File: src/rtl/bcd_countdown_timer.sv
// ============================================================================
// bcd_countdown_timer: DIGITS-digit BCD countdown with preset, start/pause/load,
// TICK_DIV-cycle tick prescaler and expiry flag. Option: TIMER_AUTORELOAD_EN.
// Revision: 1.0
// ============================================================================
`default_nettype none

module bcd_countdown_timer #(
  parameter int TICK_DIV = 50_000_000,
  parameter int DIGITS   = 2
) (
  input  logic                clk,
  input  logic                reset,
  input  logic                load,
  input  logic [4*DIGITS-1:0] load_val,
  input  logic                start,
  input  logic                pause,
  output logic [4*DIGITS-1:0] bcd_out,
  output logic                tick,
  output logic                done,
  output logic                running,
  output logic                expired
);

  localparam int c_w  = 4 * DIGITS;
  localparam int c_pw = $clog2(TICK_DIV);
  localparam logic [c_pw-1:0] c_pre_last = c_pw'(TICK_DIV - 1);
  localparam logic [c_w-1:0]  c_all_nine = {DIGITS{4'h9}};

  typedef enum logic [1:0] {
    S_IDLE    = 2'd0,
    S_RUN     = 2'd1,
    S_PAUSE   = 2'd2,
    S_EXPIRED = 2'd3
  } state_t;

  state_t            state_q, state_d;
  logic [c_w-1:0]    count_q, count_d;
  logic [c_w-1:0]    preset_q, preset_d;
  logic [c_pw-1:0]   pre_q, pre_d;
  logic              tick_q, tick_d;
  logic              done_q, done_d;
  logic              running_q, expired_q;
  logic [c_w-1:0]    w_load_clamped;
  logic [c_w-1:0]    w_count_dec;

  // Out-of-range BCD digits (A-F) saturate to 9 so bcd_out never shows them.
  always_comb begin
    w_load_clamped = '0;
    for (int i = 0; i < DIGITS; i++) begin
      w_load_clamped[4*i +: 4] = (load_val[4*i +: 4] > 4'd9) ? 4'd9 : load_val[4*i +: 4];
    end
  end

  always_comb begin
    logic borrow;
    borrow      = 1'b1;
    w_count_dec = count_q;
    for (int i = 0; i < DIGITS; i++) begin
      if (borrow) begin
        if (count_q[4*i +: 4] == 4'd0) begin
          w_count_dec[4*i +: 4] = 4'd9;
        end else begin
          w_count_dec[4*i +: 4] = count_q[4*i +: 4] - 4'd1;
          borrow = 1'b0;
        end
      end
    end
  end

  always_comb begin
    state_d  = state_q;
    count_d  = count_q;
    preset_d = preset_q;
    pre_d    = pre_q;
    tick_d   = 1'b0;
    done_d   = 1'b0;
    if (load) begin
      preset_d = w_load_clamped;
      count_d  = w_load_clamped;
      pre_d    = '0;
      state_d  = S_IDLE;
    end else begin
      case (state_q)
        S_IDLE, S_PAUSE: begin
          if (!pause && start) begin
            if (count_q == '0) begin
              state_d = S_EXPIRED;
              done_d  = 1'b1;
            end else begin
              state_d = S_RUN;
            end
          end
        end
        S_RUN: begin
          if (pause) begin
            state_d = S_PAUSE;
          end else if (pre_q == c_pre_last) begin
            pre_d  = '0;
            tick_d = 1'b1;
`ifdef TIMER_AUTORELOAD_EN
            if (count_q == '0) begin
              count_d = preset_q;
              done_d  = (preset_q == '0);
            end else begin
              count_d = w_count_dec;
              done_d  = (w_count_dec == '0);
            end
`else
            count_d = w_count_dec;
            if (w_count_dec == '0) begin
              done_d  = 1'b1;
              state_d = S_EXPIRED;
            end
`endif
          end else begin
            pre_d = pre_q + 1'b1;
          end
        end
        default: ;
      endcase
    end
  end

  always_ff @(posedge clk) begin
    if (reset) begin
      state_q   <= S_IDLE;
      count_q   <= c_all_nine;
      preset_q  <= c_all_nine;
      pre_q     <= '0;
      tick_q    <= 1'b0;
      done_q    <= 1'b0;
      running_q <= 1'b0;
      expired_q <= 1'b0;
    end else begin
      state_q   <= state_d;
      count_q   <= count_d;
      preset_q  <= preset_d;
      pre_q     <= pre_d;
      tick_q    <= tick_d;
      done_q    <= done_d;
      running_q <= (state_d == S_RUN);
      expired_q <= (state_d == S_EXPIRED);
    end
  end

  assign bcd_out = count_q;
  assign tick    = tick_q;
  assign done    = done_q;
  assign running = running_q;
  assign expired = expired_q;

endmodule

`default_nettype wire

File: config.mk
export PLATFORM = sky130hd
export DESIGN_NAME = bcd_countdown_timer
export DESIGN_NICKNAME = d
export VERILOG_FILES = /design/src/rtl/bcd_countdown_timer.sv
export SDC_FILE = /design/constraint.sdc
export NUM_CORES = 1
export LEC_CHECK = 0
export CAP_MARGIN = 20
export CORE_MARGIN = 1.5
export CORE_UTILIZATION = 49
export CTS_CLUSTER_SIZE = 16
export DETAILED_ROUTE_END_ITERATION = 8
export PLACE_DENSITY = 0.8
export RECOVER_POWER = 50
export SYNTH_ARGS = -nofsm -noshare
export SYNTH_HDL_FRONTEND = slang
export SYNTH_SLANG_ARGS = --single-unit
File: constraint.sdc
create_clock -name clk -period 2.34 [get_ports clk]
set_clock_uncertainty 0.15 [all_clocks]
set_input_delay 0.468 -clock clk [delete_from_list [all_inputs] [get_ports clk]]
set_output_delay 0.468 -clock clk [all_outputs]
set_load 0.005 [all_outputs]
==> impl_metrics.json, run 1 <==
{
  "outcome": "finished clean",
  "core-area_um2": 4320,
  "synthArstFlopShare_pct": 0,
  "p_switching_uw": 317,
  "reg2reg_slack_ps": 80,
  "seq_power_share_pct": 53.7,
  "cp.arrival_ps": 2330,
  "final_period_minus_worst_setup_slack_ps": 2260,
  "drtAntennaViolNets": 0,
  "drt_iter0_markers": 232,
  "fill_cells": 393,
  "place.detailed.hpwl_um": 4270,
  "placed_cells_incl_taps": 362,
  "path_clk_slew_ps": 80,
  "synth_edf_count": 0,
  "rows": 24,
  "final.setup.tns_ps": 0,
  "hold_path.startpoint": "pre_q[23]",
  "antenna_cells_inserted": 0,
  "synthesis.area_um2": 2170,
  "grt_antenna_before_repair": 0,
  "yosys_register_bits": 40,
  "die_width_um": 69.6,
  "internal_power_uw": 987,
  "viasPerCell": 6.18,
  "final_cells": 370,
  "numCtsBuffers": 5,
  "slew_viol_final": 0,
  "die-area_um2": 4850,
  "grt_pass1_wl_um": 10000,
  "yosys.cell_types.count": 50,
  "synthToLayoutAreaGrowth_pct": 30.5,
  "route.detailed.wl_per_inst_um": 15.9,
  "timing.critical_path.from_type": "flop",
  "grt_max_degree": 17,
  "die_height_um": 69.6,
  "final_net_count": 331,
  "cts_tree": "built",
  "regToRegStartpoint": "pre_q[25]",
  "fraction_of_layout_instances_using_a_drive_strength_above_1_pct": 16.4,
  "worst_slew_pin_slew_ps": 512,
  "power.combinational.fraction_pct": 8.6,
  "numPortBuffers": 24,
  "yosys_warnings": 0,
  "totalWireLength_um": 5900,
  "min-delay-path-class": "reg2reg",
  "rr_endpoint": "bcd_out[7]",
  "clkLatencyLatePin_ps": 290,
  "total_via_count_in_the_routed_design": 2287,
  "postCtsSetupRepairBufs": 0,
  "setup_violations": 0,
  "min_path_cells": 2,
  "detail_route.first_pass.iterations": 4,
  "clock-sinks": 40,
  "worst_ep_required_time_ps": 2410,
  "synth_sequential_area_ratio_pct": 36.8,
  "switching_share_pct": 24.3,
  "achievable-frequency_ghz": 0.443,
  "power.density_cell_area_nw_per_um2": 460,
  "grt.overflow.total": 0,
  "timing.slew.headroom_pct": 65.5,
  "synthCells": 262,
  "maxCapViolations": 0,
  "globalplace.congestion": 0.877,
  "drc": 0,
  "crit_fanout": 6,
  "power.clock.fraction_pct": 37.7,
  "holdWs_ps": 339,
  "floorplan.initialDensity_pct": 50.3,
  "p_leak_uw": 0.000944,
  "synthFlopType": "dfxtp_1",
  "timing.final.hold_violations": 0,
  "vdd.ir_drop.worst_mv": 0.278,
  "criticalPathCategory": "reg2reg",
  "first_global_vias": 2193,
  "mappedNetlistNets": 276,
  "rsz_0062_raised_after_global_routing": "false",
  "reg2regPathDepth": 4,
  "global_route.usage.total_pct": 25.0,
  "timing.final.crit_share_pct": 96.5,
  "io_pins": 25,
  "ctsLongestPathBuffers": 2,
  "hold-path-endpoint": "pre_q[23]",
  "worstSetupEndpointType": "flop",
  "cts-root-buf": "clkbuf_8",
  "htree_levels": 2,
  "mean_cell_area_of_the_mapped_netlist_um2": 8.30
}
[placed cells by master (no fill, tap or decap), drive strengths merged, types with 3 or more instances in the layout]
cell           Yosys  layout
dfxtp             40      40
o31ai             15      15
buf                4      34
nand2             14      14
or2                3       3
or4               18      18
a311oi             3       3
o21ai             10      10
o211ai             3       3
and3               3       3
nor3               8       8
clkbuf            10      11
inv               10      10
dlygate4sd3        0      13
clkdlybuf4s50      0      10
or3                7       7
nand3             12      12
nor4b              3       3
or4b               4       4
a21oi             25      25
xor2               5       5
nand4             10      10
nor4               9       9
nor2              14      14
[cells in the mapped netlist (3+ instances only)]
library cell | instances | area share [%]
dfxtp_1 | 40 | 37
a21oi_1 | 25 | 5.8
or4_1 | 18 | 6.2
o31ai_1 | 15 | 5.2
nand2_1 | 14 | 2.4
nor2_1 | 14 | 2.4
nand3_1 | 12 | 2.8
clkbuf_1 | 10 | 1.7
inv_1 | 10 | 1.7
nand4_1 | 10 | 2.9
nor4_1 | 9 | 2.6
o21ai_0 | 9 | 2.1
nor3_1 | 8 | 1.8
or3_1 | 7 | 2.0
xor2_1 | 5 | 2.0
a311oi_1 | 3 | 1.2
and3_1 | 3 | 0.86
buf_2 | 3 | 0.69
nor4b_1 | 3 | 1.2
o211ai_1 | 3 | 1.0
or2_2 | 3 | 0.86
[layout make-up]
type / instances / area (µm²) / area share [%]
multi-input combinational: 198 / 1310 / 46.0
sequential: 40 / 801 / 28.2
timing repair buffer: 62 / 536 / 18.9
clock buffer: 7 / 86.3 / 3.04
tap: 52 / 65.1 / 2.29
inverter: 10 / 37.5 / 1.32
clock inverter: 1 / 7.51 / 0.265
[power groups by stage]
stage	logic [µW]	registers, µW	clock network (µW)
finish	112	701	492
global route	122	702	527
CTS	115	701	502
detailed placement	115	717	0
global placement	113	717	0
floorplan	46.1	715	0
[sequential cells by signal (all words and copies together), names as in the netlist]
signal / flops
bcd_out: 8
done: 1
expired: 1
pre_q: 26
running: 1
state_q: 2
tick: 1
[metrics by stage]
stage / instance area (µm²) / worst slack (ps) / power [µW] / utilization, %
final: 2840 / 82.0 / 1300 / 65.6
after floorplan: 2170 / 59.1 / 761 / -
after global placement: 2730 / -373 / 829 / 63.0
after CTS: 2830 / 38.2 / 1320 / 65.5
after global routing: 2840 / 14.8 / 1350 / 65.6
after detailed placement: 2730 / -424 / 831 / 63.0
[cell families after synthesis]
logic type	Yosys count	share of synthesized area (%)
fa+ha+maj	1	0.575
simple gates	120	33.8
compound gates	71	21.7
flops	40	36.8
xor+xnor	6	2.42
buf+inv	24	4.66
[metal layers]
metal | GRT usage, % | vias to the layer above | part of all wire [%]
met4 | 9.19 | 0 | 1.2
met2 | 42.0 | 66 | 50
met5 | 0 | - | 0
met3 | 4.36 | 8 | 5.5
met1 | 32.3 | 1075 | 44
li1 | - | 1138 | -
[worst max path at each step]
stage                    from          to  slack, ps  cells after the start
floorplan               pause   pre_q[14]         60                      6
global placement        pause   pre_q[14]       -370                      5
detailed placement      pause   pre_q[24]       -420                      5
CTS                 pre_q[25]  bcd_out[3]         40                      4
global route        pre_q[25]  bcd_out[7]         10                      4
finish              pre_q[25]  bcd_out[7]         80                      4
[worst max-delay path: stages, from the launching register on]
cell and delay (ps):
dfxtp_1 410, or4b_4 530, or3_1 440, or4_1 490, a31oi_1 160
[timing repair]
action	CTS	global route
endpoints found under the setup margin	6	6
gates resized for setup	3	5
hold buffers	0	0
No activity file was read; power rests on OpenSTA's default activity.
==> run 2: changes to the inputs <==
--- a/config.mk
+++ b/config.mk
@@ -12,6 +12,7 @@
 export DETAILED_ROUTE_END_ITERATION = 8
 export PLACE_DENSITY = 0.8
 export RECOVER_POWER = 50
+export REMOVE_ABC_BUFFERS = 1
 export SYNTH_ARGS = -nofsm -noshare
 export SYNTH_HDL_FRONTEND = slang
 export SYNTH_SLANG_ARGS = --single-unit
==> impl_metrics.json, run 2 (synthesized netlist as in run 1, its figures left out) <==
{
  "maxCapViolations": 0,
  "seq_area_um2": 801,
  "viasPerCell": 6.30,
  "final_period_minus_worst_setup_slack_ps": 2290,
  "cts-root-buf": "clkbuf_8",
  "ctsLongestPathBuffers": 2,
  "setup_violations": 0,
  "path_clk_slew_ps": 80,
  "route.detailed.wl_per_inst_um": 16.1,
  "most-common-layout-cells": "dfxtp_1 (40), buf_4 (33), a21oi_1 (25), or4_1 (16)",
  "die_height_um": 69.6,
  "detail_route.first_pass.iterations": 4,
  "criticalPathCategory": "in2reg",
  "post-place-ws_ps": -368,
  "final_cells": 369,
  "timing.slew.headroom_pct": 69.8,
  "drc": 0,
  "mostFrequentLayoutCell": "dfxtp_1",
  "drtAntennaViolNets": 0,
  "power.clock.fraction_pct": 37.1,
  "report.power.total_uw": 1300,
  "final_net_count": 330,
  "cts_tree": "built",
  "globalRouteMet2Util_pct": 42.3,
  "p_switching_uw": 314,
  "floorplan.initialDensity_pct": 50.3,
  "die-area_um2": 4850,
  "final_util_pct": 65.5,
  "fin_ws_ps": 48.3,
  "fraction_of_layout_instances_using_a_drive_strength_above_1_pct": 18.0,
  "worst_slew_pin_slew_ps": 449,
  "slew_viol_final": 0,
  "numPortBuffers": 24,
  "place.detailed.hpwl_um": 4290,
  "internal_power_uw": 986,
  "cp.buffers_inverters": 1,
  "crit_fanout": 6,
  "htree_levels": 2,
  "postCtsHoldBufs": 0,
  "fill_cells": 374,
  "clkLatencyLatePin_ps": 300,
  "largest_register_ff_count": 26,
  "gr-usage-met3_pct": 4.65,
  "clock-sinks": 40,
  "grt_max_degree": 17,
  "numCtsBuffers": 5,
  "grt_antenna_before_repair": 0,
  "grt.overflow.total": 0,
  "core-area_um2": 4320,
  "global_route.usage.total_pct": 25.4,
  "grtUsageMet1_pct": 33.0,
  "power.density_cell_area_nw_per_um2": 459,
  "io_pins": 25,
  "grt_pass1_wl_um": 10000,
  "totalWireLength_um": 5950,
  "outcome": "finished clean",
  "critical-path-slowest-cell": "or4_1",
  "rows": 24,
  "crit_chain": "clkdlybuf4s50_1 > or3b_4 > or3_4 > or4_1 > a21oi_1",
  "path_delay_family": "simple AND/OR/NAND/NOR gates",
  "min-delay-path-class": "reg2reg",
  "timing.critical_path.from_type": "input pin",
  "vdd.ir_drop.worst_mv": 0.315,
  "placed_cells_incl_taps": 359,
  "registers.top_by_ff_count": "pre_q",
  "first_global_vias": 2290,
  "crit_path_max_cell_delay_ps": 490,
  "timing.final.hold_violations": 0,
  "globalplace.congestion": 0.945,
  "cp.arrival_ps": 2380,
  "p_leak_uw": 0.000955,
  "timing.final.crit_share_pct": 97.9,
  "die_width_um": 69.6,
  "worst_ep_required_time_ps": 2430,
  "power.combinational.fraction_pct": 8.9,
  "achievable-frequency_ghz": 0.436,
  "seq_power_share_pct": 53.9,
  "most_congested_layer_reported_by_global_routing": "met2",
  "worstSetupEndpointType": "flop",
  "drt_iter0_markers": 273,
  "multiInputGateArea_um2": 1320,
  "holdWs_ps": 340,
  "total_via_count_in_the_routed_design": 2325,
  "antenna_cells_inserted": 0,
  "synthToLayoutAreaGrowth_pct": 30.2,
  "switching_share_pct": 24.2
}
[run 2: cell types whose count changed in the layout (fill, tap and decap cells not counted), moves of 2 or more]
cell	delta
clkinv_2	+2
dlygate4sd3_1	-4
clkdlybuf4s50_1	+5
clkbuf_1	-2
[run 2: cell type report]
type	count	share of cell area, %
Tap cell	52	2.30
Timing Repair Buffer	61	18.4
Inverter	10	1.33
Sequential cell	40	28.3
Clock buffer	6	2.92
Clock inverter	2	0.354
Multi-Input combinational cell	198	46.4
[run 2: timing repair]
item                                   CTS  global route
setup endpoints to repair                3            10
gates resized for setup                  1             8
buffers inserted                         0             2
endpoints found under the hold margin    0             0
pin swaps                                0             1
[run 2: worst register-to-register path, stage by stage (launching register included)]
cell     delay (ps)
dfxtp_1         390
ha_1            240
nand4_1         170
or4_4           550
or4_1           520
a31oi_1         170
[run 2: power by group through the flow]
stage / Sequential, µW / Clock [µW] / Combinational, µW
floorplan: 715 / 0 / 40.4
global placement: 716 / 0 / 113
detailed placement: 716 / 0 / 115
CTS: 701 / 488 / 116
global route: 702 / 513 / 126
finish: 701 / 483 / 116
[run 2: path summary, 6_finish.rpt]
kind / depth (start not counted) / slack (ps) / endpoint / start
max reg2reg: 5 / 80 / bcd_out[7] / pre_q[0]
min reg2reg: 2 / 340 / pre_q[23] / pre_q[23]
max: 5 / 50 / pre_q[22] / pause
min: 2 / 340 / pre_q[23] / pre_q[23]
[run 2: stage by stage]
| step | TNS, ps | cell area [µm²] |
|---|---|---|
| after floorplan | 0 | 2110 |
| after global placement | -3630 | 2690 |
| after detailed placement | -4860 | 2690 |
| after CTS | 0 | 2790 |
| after global routing | -6.91 | 2830 |
| final | 0 | 2830 |
[run 2: per-layer routing]
layer,part of all wire (%),wire [µm],vias up
li1,-,-,1133
met1,45,2680,1112
met2,49,2910,71
met5,0,0,-
met4,1.6,98,0
met3,4.3,253,9
